[src/rtl/rv32v_pipeline_ctrl.sv]
// rv32v_pipeline_ctrl
// Hazard and sequencing controller for the five-stage vector pipeline
// (f1, f2, dec, ex, mem). Stalls and flushes are combinational from the
// busy/event inputs and the RUN/HOLD state. A CSR retire or a memory-stage
// exception flushes the younger stages and starts a fetch refill hold.
//
// Ports:
//   CLK, nRST                     clock (rising), async active-low reset
//   busy_f1..busy_mem             stage cannot advance this cycle
//   csr_update                    mem stage retiring a vtype/vl/vstart write
//   exception_mem                 mem stage exception
//   stall_f1..stall_mem           hold that stage's pipeline register
//   flush_f1..flush_mem           invalidate what that stage latches next edge
//   hold_active                   controller is in HOLD
//   stall_cycles                  saturating count of busy-induced fetch stalls
//   flush_events                  wrapping count of EXC/CSR events
module rv32v_pipeline_ctrl #(
  parameter int REFILL_CYCLES = 2,
  parameter int STALL_CNT_W   = 32,
  parameter int FLUSH_CNT_W   = 16
) (
  input  logic                   CLK,
  input  logic                   nRST,
  input  logic                   busy_f1,
  input  logic                   busy_f2,
  input  logic                   busy_dec,
  input  logic                   busy_ex,
  input  logic                   busy_mem,
  input  logic                   csr_update,
  input  logic                   exception_mem,
  output logic                   stall_f1,
  output logic                   stall_f2,
  output logic                   stall_dec,
  output logic                   stall_ex,
  output logic                   stall_mem,
  output logic                   flush_f1,
  output logic                   flush_f2,
  output logic                   flush_dec,
  output logic                   flush_ex,
  output logic                   flush_mem,
  output logic                   hold_active,
  output logic [STALL_CNT_W-1:0] stall_cycles,
  output logic [FLUSH_CNT_W-1:0] flush_events
);

  localparam int HW = (REFILL_CYCLES > 0) ? $clog2(REFILL_CYCLES + 1) : 1;

  typedef enum logic {RUN = 1'b0, HOLD = 1'b1} state_t;

  state_t          state, state_n;
  logic [HW-1:0]   hold_cnt, hold_cnt_n;

  // Stage vectors are indexed 0=f1 .. 4=mem (program order, oldest at 4).
  logic [4:0] busy, bp, stall_bp, flush_bp, stall, flush;
  logic       evt_exc, evt_csr, evt, sc_inc;

  assign busy    = {busy_mem, busy_ex, busy_dec, busy_f2, busy_f1};
  assign evt_exc = exception_mem;
  assign evt_csr = csr_update & ~busy_mem & ~exception_mem;
  assign evt     = evt_exc | evt_csr;

  always_comb begin
    // In HOLD fetch is already frozen, so only dec/ex/mem back-pressure matters.
    bp = (state == HOLD) ? {busy[4:2], 2'b00} : busy;

    // stall_bp[i]: some stage at i or further along the pipe is busy.
    stall_bp    = '0;
    stall_bp[4] = bp[4];
    for (int i = 3; i >= 0; i--) stall_bp[i] = stall_bp[i+1] | bp[i];

    // Bubble goes into the first un-stalled stage behind the oldest busy one.
    flush_bp    = '0;
    for (int i = 1; i < 5; i++) flush_bp[i] = stall_bp[i-1] & ~stall_bp[i];

    stall = '0;
    flush = '0;
    if (!nRST) begin
      flush = 5'b11111;
    end else if (evt_exc) begin
      flush = 5'b11111;
    end else if (evt_csr) begin
      flush = 5'b01111;               // CSR instruction in mem retires
    end else if (state == HOLD) begin
      stall = stall_bp | 5'b00011;
      flush = (flush_bp | 5'b00100) & ~stall;
    end else begin
      stall = stall_bp;
      flush = flush_bp;
    end
  end

  assign {stall_mem, stall_ex, stall_dec, stall_f2, stall_f1} = stall;
  assign {flush_mem, flush_ex, flush_dec, flush_f2, flush_f1} = flush;
  assign hold_active = (state == HOLD);

  always_comb begin
    state_n    = state;
    hold_cnt_n = hold_cnt;
    if (evt) begin
      if (REFILL_CYCLES > 0) begin
        state_n    = HOLD;
        hold_cnt_n = HW'(REFILL_CYCLES);
      end
    end else if (state == HOLD) begin
      hold_cnt_n = hold_cnt - HW'(1);
      if (hold_cnt == HW'(1)) state_n = RUN;
    end
  end

  // Only back-pressure fetch stalls in RUN count; hold and event cycles do not.
  assign sc_inc = (state == RUN) & ~evt & stall_bp[0];

  always_ff @(posedge CLK or negedge nRST) begin
    if (!nRST) begin
      state        <= RUN;
      hold_cnt     <= '0;
      stall_cycles <= '0;
      flush_events <= '0;
    end else begin
      state    <= state_n;
      hold_cnt <= hold_cnt_n;
      if (sc_inc && (stall_cycles != '1))
        stall_cycles <= stall_cycles + STALL_CNT_W'(1);
      if (evt)
        flush_events <= flush_events + FLUSH_CNT_W'(1);
    end
  end

endmodule

[config.mk]
export PLATFORM = sky130hd
export DESIGN_NAME = rv32v_pipeline_ctrl
export DESIGN_NICKNAME = d
export VERILOG_FILES = /design/src/rtl/rv32v_pipeline_ctrl.sv
export SDC_FILE = /design/constraint.sdc
export NUM_CORES = 1
export LEC_CHECK = 0
export CORE_ASPECT_RATIO = 0.5
export CORE_MARGIN = 4
export CORE_UTILIZATION = 52
export DETAILED_ROUTE_END_ITERATION = 8
export PLACE_DENSITY = 0.85
export SYNTH_ARGS = -nofsm -noshare
export SYNTH_HDL_FRONTEND = slang
export SYNTH_SLANG_ARGS = --single-unit
[constraint.sdc]
create_clock -name CLK -period 5.82 [get_ports CLK]
set_clock_uncertainty 0.1 [all_clocks]
set_input_delay 0.582 -clock CLK [delete_from_list [all_inputs] [get_ports CLK]]
set_output_delay 0.582 -clock CLK [all_outputs]
set_load 0.01 [all_outputs]
==> results.md <==
- Combined area of all synthesized cells: approximately 2600 µm²
- Final clock period utilization by the worst path: 56.8%
- Post-synth EDFFs: 0
- Final Max Tran Viols: 0
- Biggest cell delay along the critical path: around 0.56 ns
- Initial Util: between 50% and 60%
- Drc violations: 0
- CTS clock-pin slew for the worst setup and hold paths: 0.10 ns
- Total Wirelength: about 5800 µm
- Dominant register cell in the synthesized netlist: dfrtp_1
- Transition time at the pin with the least slew margin: 0.907 ns
- Peak Freq: ~300 MHz
- Start-to-end type of the worst setup path: input pin to output port
- Data arrival at the endpoint of the critical path: roughly 2.6 ns
- Worst rel slew slack: between 30% and 40%
- Post-Syn Instances: between 200 and 250
- Count of placed standard cells in the final layout, fillers left out: around 380
- Sequential-to-total area share from yosys stat: a little under 50%
- Post-CTS setup buffers: 0
- Post-cts repair resize count: 0
- Most Frequent Cell on Critical Path: clkdlybuf4s50_1
- Antenna violations before repair: 0
- Core footprint: roughly 4600 µm²
- Family of cells with the greatest summed delay on the critical path: buffers and inverters
- Clock insertion delay at the later pin of the skew report: about 0.32 ns
- Number of buffers on the longest clock path: 2
- Data required time at the worst endpoint: 5.14 ns
- Clock root buffer master: clkbuf_8
- Nets@finish: roughly 320
- Critical Path Fanout Max: 6
- Layout-stage area growth over the synthesis result: 31.1%
- Setup repair after global routing missed its margin: false
- Worst hold path type: input pin to asynchronous set/reset pin
- Total routing resource utilization after global routing: between 15 and 20%
- Top-Level Pins: 68
- Worst setup path startpoint: busy_mem
- DIE WIDTH: approximately 110 µm
- Pin count of the biggest net entering global routing: 52
- Capturing element type of the critical path: output port
- Estimated wirelength of the detail-placed design: 4350 µm
- Standby leakage power: ~0.0014 µW
- Synth Register Bits: just over 50
- Dpl cells: 369
- First-pass DRT Iterations: 4
- Share of the core filled with cells: approximately 74%
- Die span in y: 58.0 µm
- Number of buffers added by the clock tree synthesis step: 5
- Yosys top cell area share: about half
- FP Rows: 17
- Number of endpoints failing setup at the final stage: 0
- Placer Congestion: 0.855
- Cell with the biggest individual delay on the critical path: clkdlybuf4s50_1
- H-tree depth: 2
- Fraction of final layout cells with drive strength greater than 1: under 10%
- Buffering stage count on the worst path with inverters included: 3
- Synthesized area per cell: 10.8 µm²
- Biggest area consumer among synthesized cells: dfrtp_1
- First-pass GRT wire length: just under 10000 µm
- Count of inserted antenna diode cells: 0
- WL per Instance: 15.5 µm
- Die area: about 6300 µm²
- Synthesized net count: between 200 and 300
- Count of vias placed by the detailed router: ~2.1k
- Average via count per standard cell: around 5.4
- Total clock sinks: 51
- Final global-route overflow total: 0
- Number of synthesis warnings: 0
- Outcome: complete, no violations
- Post-synth ARST share: between 90% and 100%
- Area contributors post-synth: dfrtp_1 (49%), xnor2_1 (11%), nand4_1 (3.9%), xor2_1 (3.7%), nand2_1 (3.2%)
- Count of hold buffers inserted by post-cts repair: 0
- VDD IR max: ~0.18 mV
- Number of global-route vias before repair: about 2k
- Launching point of the worst reg2reg path: stall_cycles[0]
- Max Cap Violations: 0
- Series of cell instances along the critical path: clkdlybuf4s50_1 > nor2b_1 > nor2_1 > inv_1 > a21oi_1 > a31o_2 > clkdlybuf4s50_1
- CTS tree: yes
- Cell variety after synth: about 40
- Crit path time final: 3.30 ns
- Buffers added on ports: between 60 and 70
- Dominant cell by count in the synthesized netlist: dfrtp_1
- Starting DRT DRC Count: 140
- Most frequent cells after synthesis: dfrtp_1 (51), xnor2_1 (34), nand2_1 (22)
- Power density relative to cell area: between 200 and 250 nW/µm²
- Post-route setup TNS: 0 ns
- Crit start category: input pin
- Antenna viol nets, final: 0
- Final-report hold violation count: 0
[routing by layer]
layer  global-route usage [%]  share of wire, %  vias up
met4                     5.94              0.86        0
met2                     32.4                48       71
met3                     4.56               5.8        5
li1                         -                 -      984
met5                        0                 0        -
met1                     26.5                45      992
[area by class of cell]
| class | count | area [µm²] |
|---|---|---|
| Clock buffer | 5 | 68.8 |
| Clock inverter | 3 | 22.5 |
| Fill cell | 325 | 1190 |
| Inverter | 8 | 30.0 |
| Multi-Input combinational cell | 176 | 1250 |
| Sequential cell | 51 | 1280 |
| Tap cell | 66 | 82.6 |
| Timing Repair Buffer | 68 | 673 |
[per-stage QoR]
stage | power [µW] | instance area (µm²) | hold slack, ns | worst slack, ns
2_1_floorplan | 526 | 2590 | 0.186 | 3.58
3_3_place_gp | 635 | 3310 | 0.362 | 2.66
3_5_place_dp | 643 | 3310 | 0.367 | 2.51
4_1_cts | 853 | 3400 | 0.369 | 2.49
5_1_grt | 890 | 3400 | 0.396 | 2.34
6_report | 845 | 3400 | 0.338 | 2.52
[flip-flops by register name, indices dropped and copies added (netlist names)]
register	flops
stall_cycles	32
flush_events	16
hold_cnt	2
hold_active	1
[power breakdown]
part / switching [µW] / internal (µW) / total [µW]
Sequential: 51.8 / 392 / 444
Combinational: 78.3 / 112 / 190
Clock: 123 / 87.1 / 211
[placed cells by master, fill, tap and decap left out, types with 2 or more instances in the layout]
master,count
xnor2_1,34
or2_2,2
clkdlybuf4s50_1,66
and3_1,9
clkbuf_8,5
nor4_4,3
inv_6,2
and4_1,7
nor3_1,3
nor4_1,4
o21ai_0,2
nand2_1,22
xor2_1,11
mux2_2,2
nor2_1,21
nand4_2,2
nand4_1,16
and2_1,2
dfrtp_1,51
nor3_2,2
inv_1,8
nand3_1,13
ha_1,3
[final timing paths]
check / end / slack (ns) / cells past startpoint
max in group asynchronous: stall_cycles[19] / 4.84 / 2
max reg2reg: stall_cycles[9] / 3.47 / 6
min in group CLK: flush_events[15] / 0.38 / 1
min reg2reg: flush_events[15] / 0.38 / 1
max: stall_f1 / 2.52 / 7
min: flush_events[11] / 0.34 / 2
[kinds of logic (layout without fill, tap and decap cells)]
group,count (synthesis),after routing,synth area share [%]
flops,51,51,49.2
compound gates,12,12,4.20
xor+xnor,45,45,15.2
mux,2,2,0.868
simple gates,114,114,26.4
buf+inv,14,84,2.75
fa+ha+maj,3,3,1.45
No activity file was read; power rests on OpenSTA's default activity.
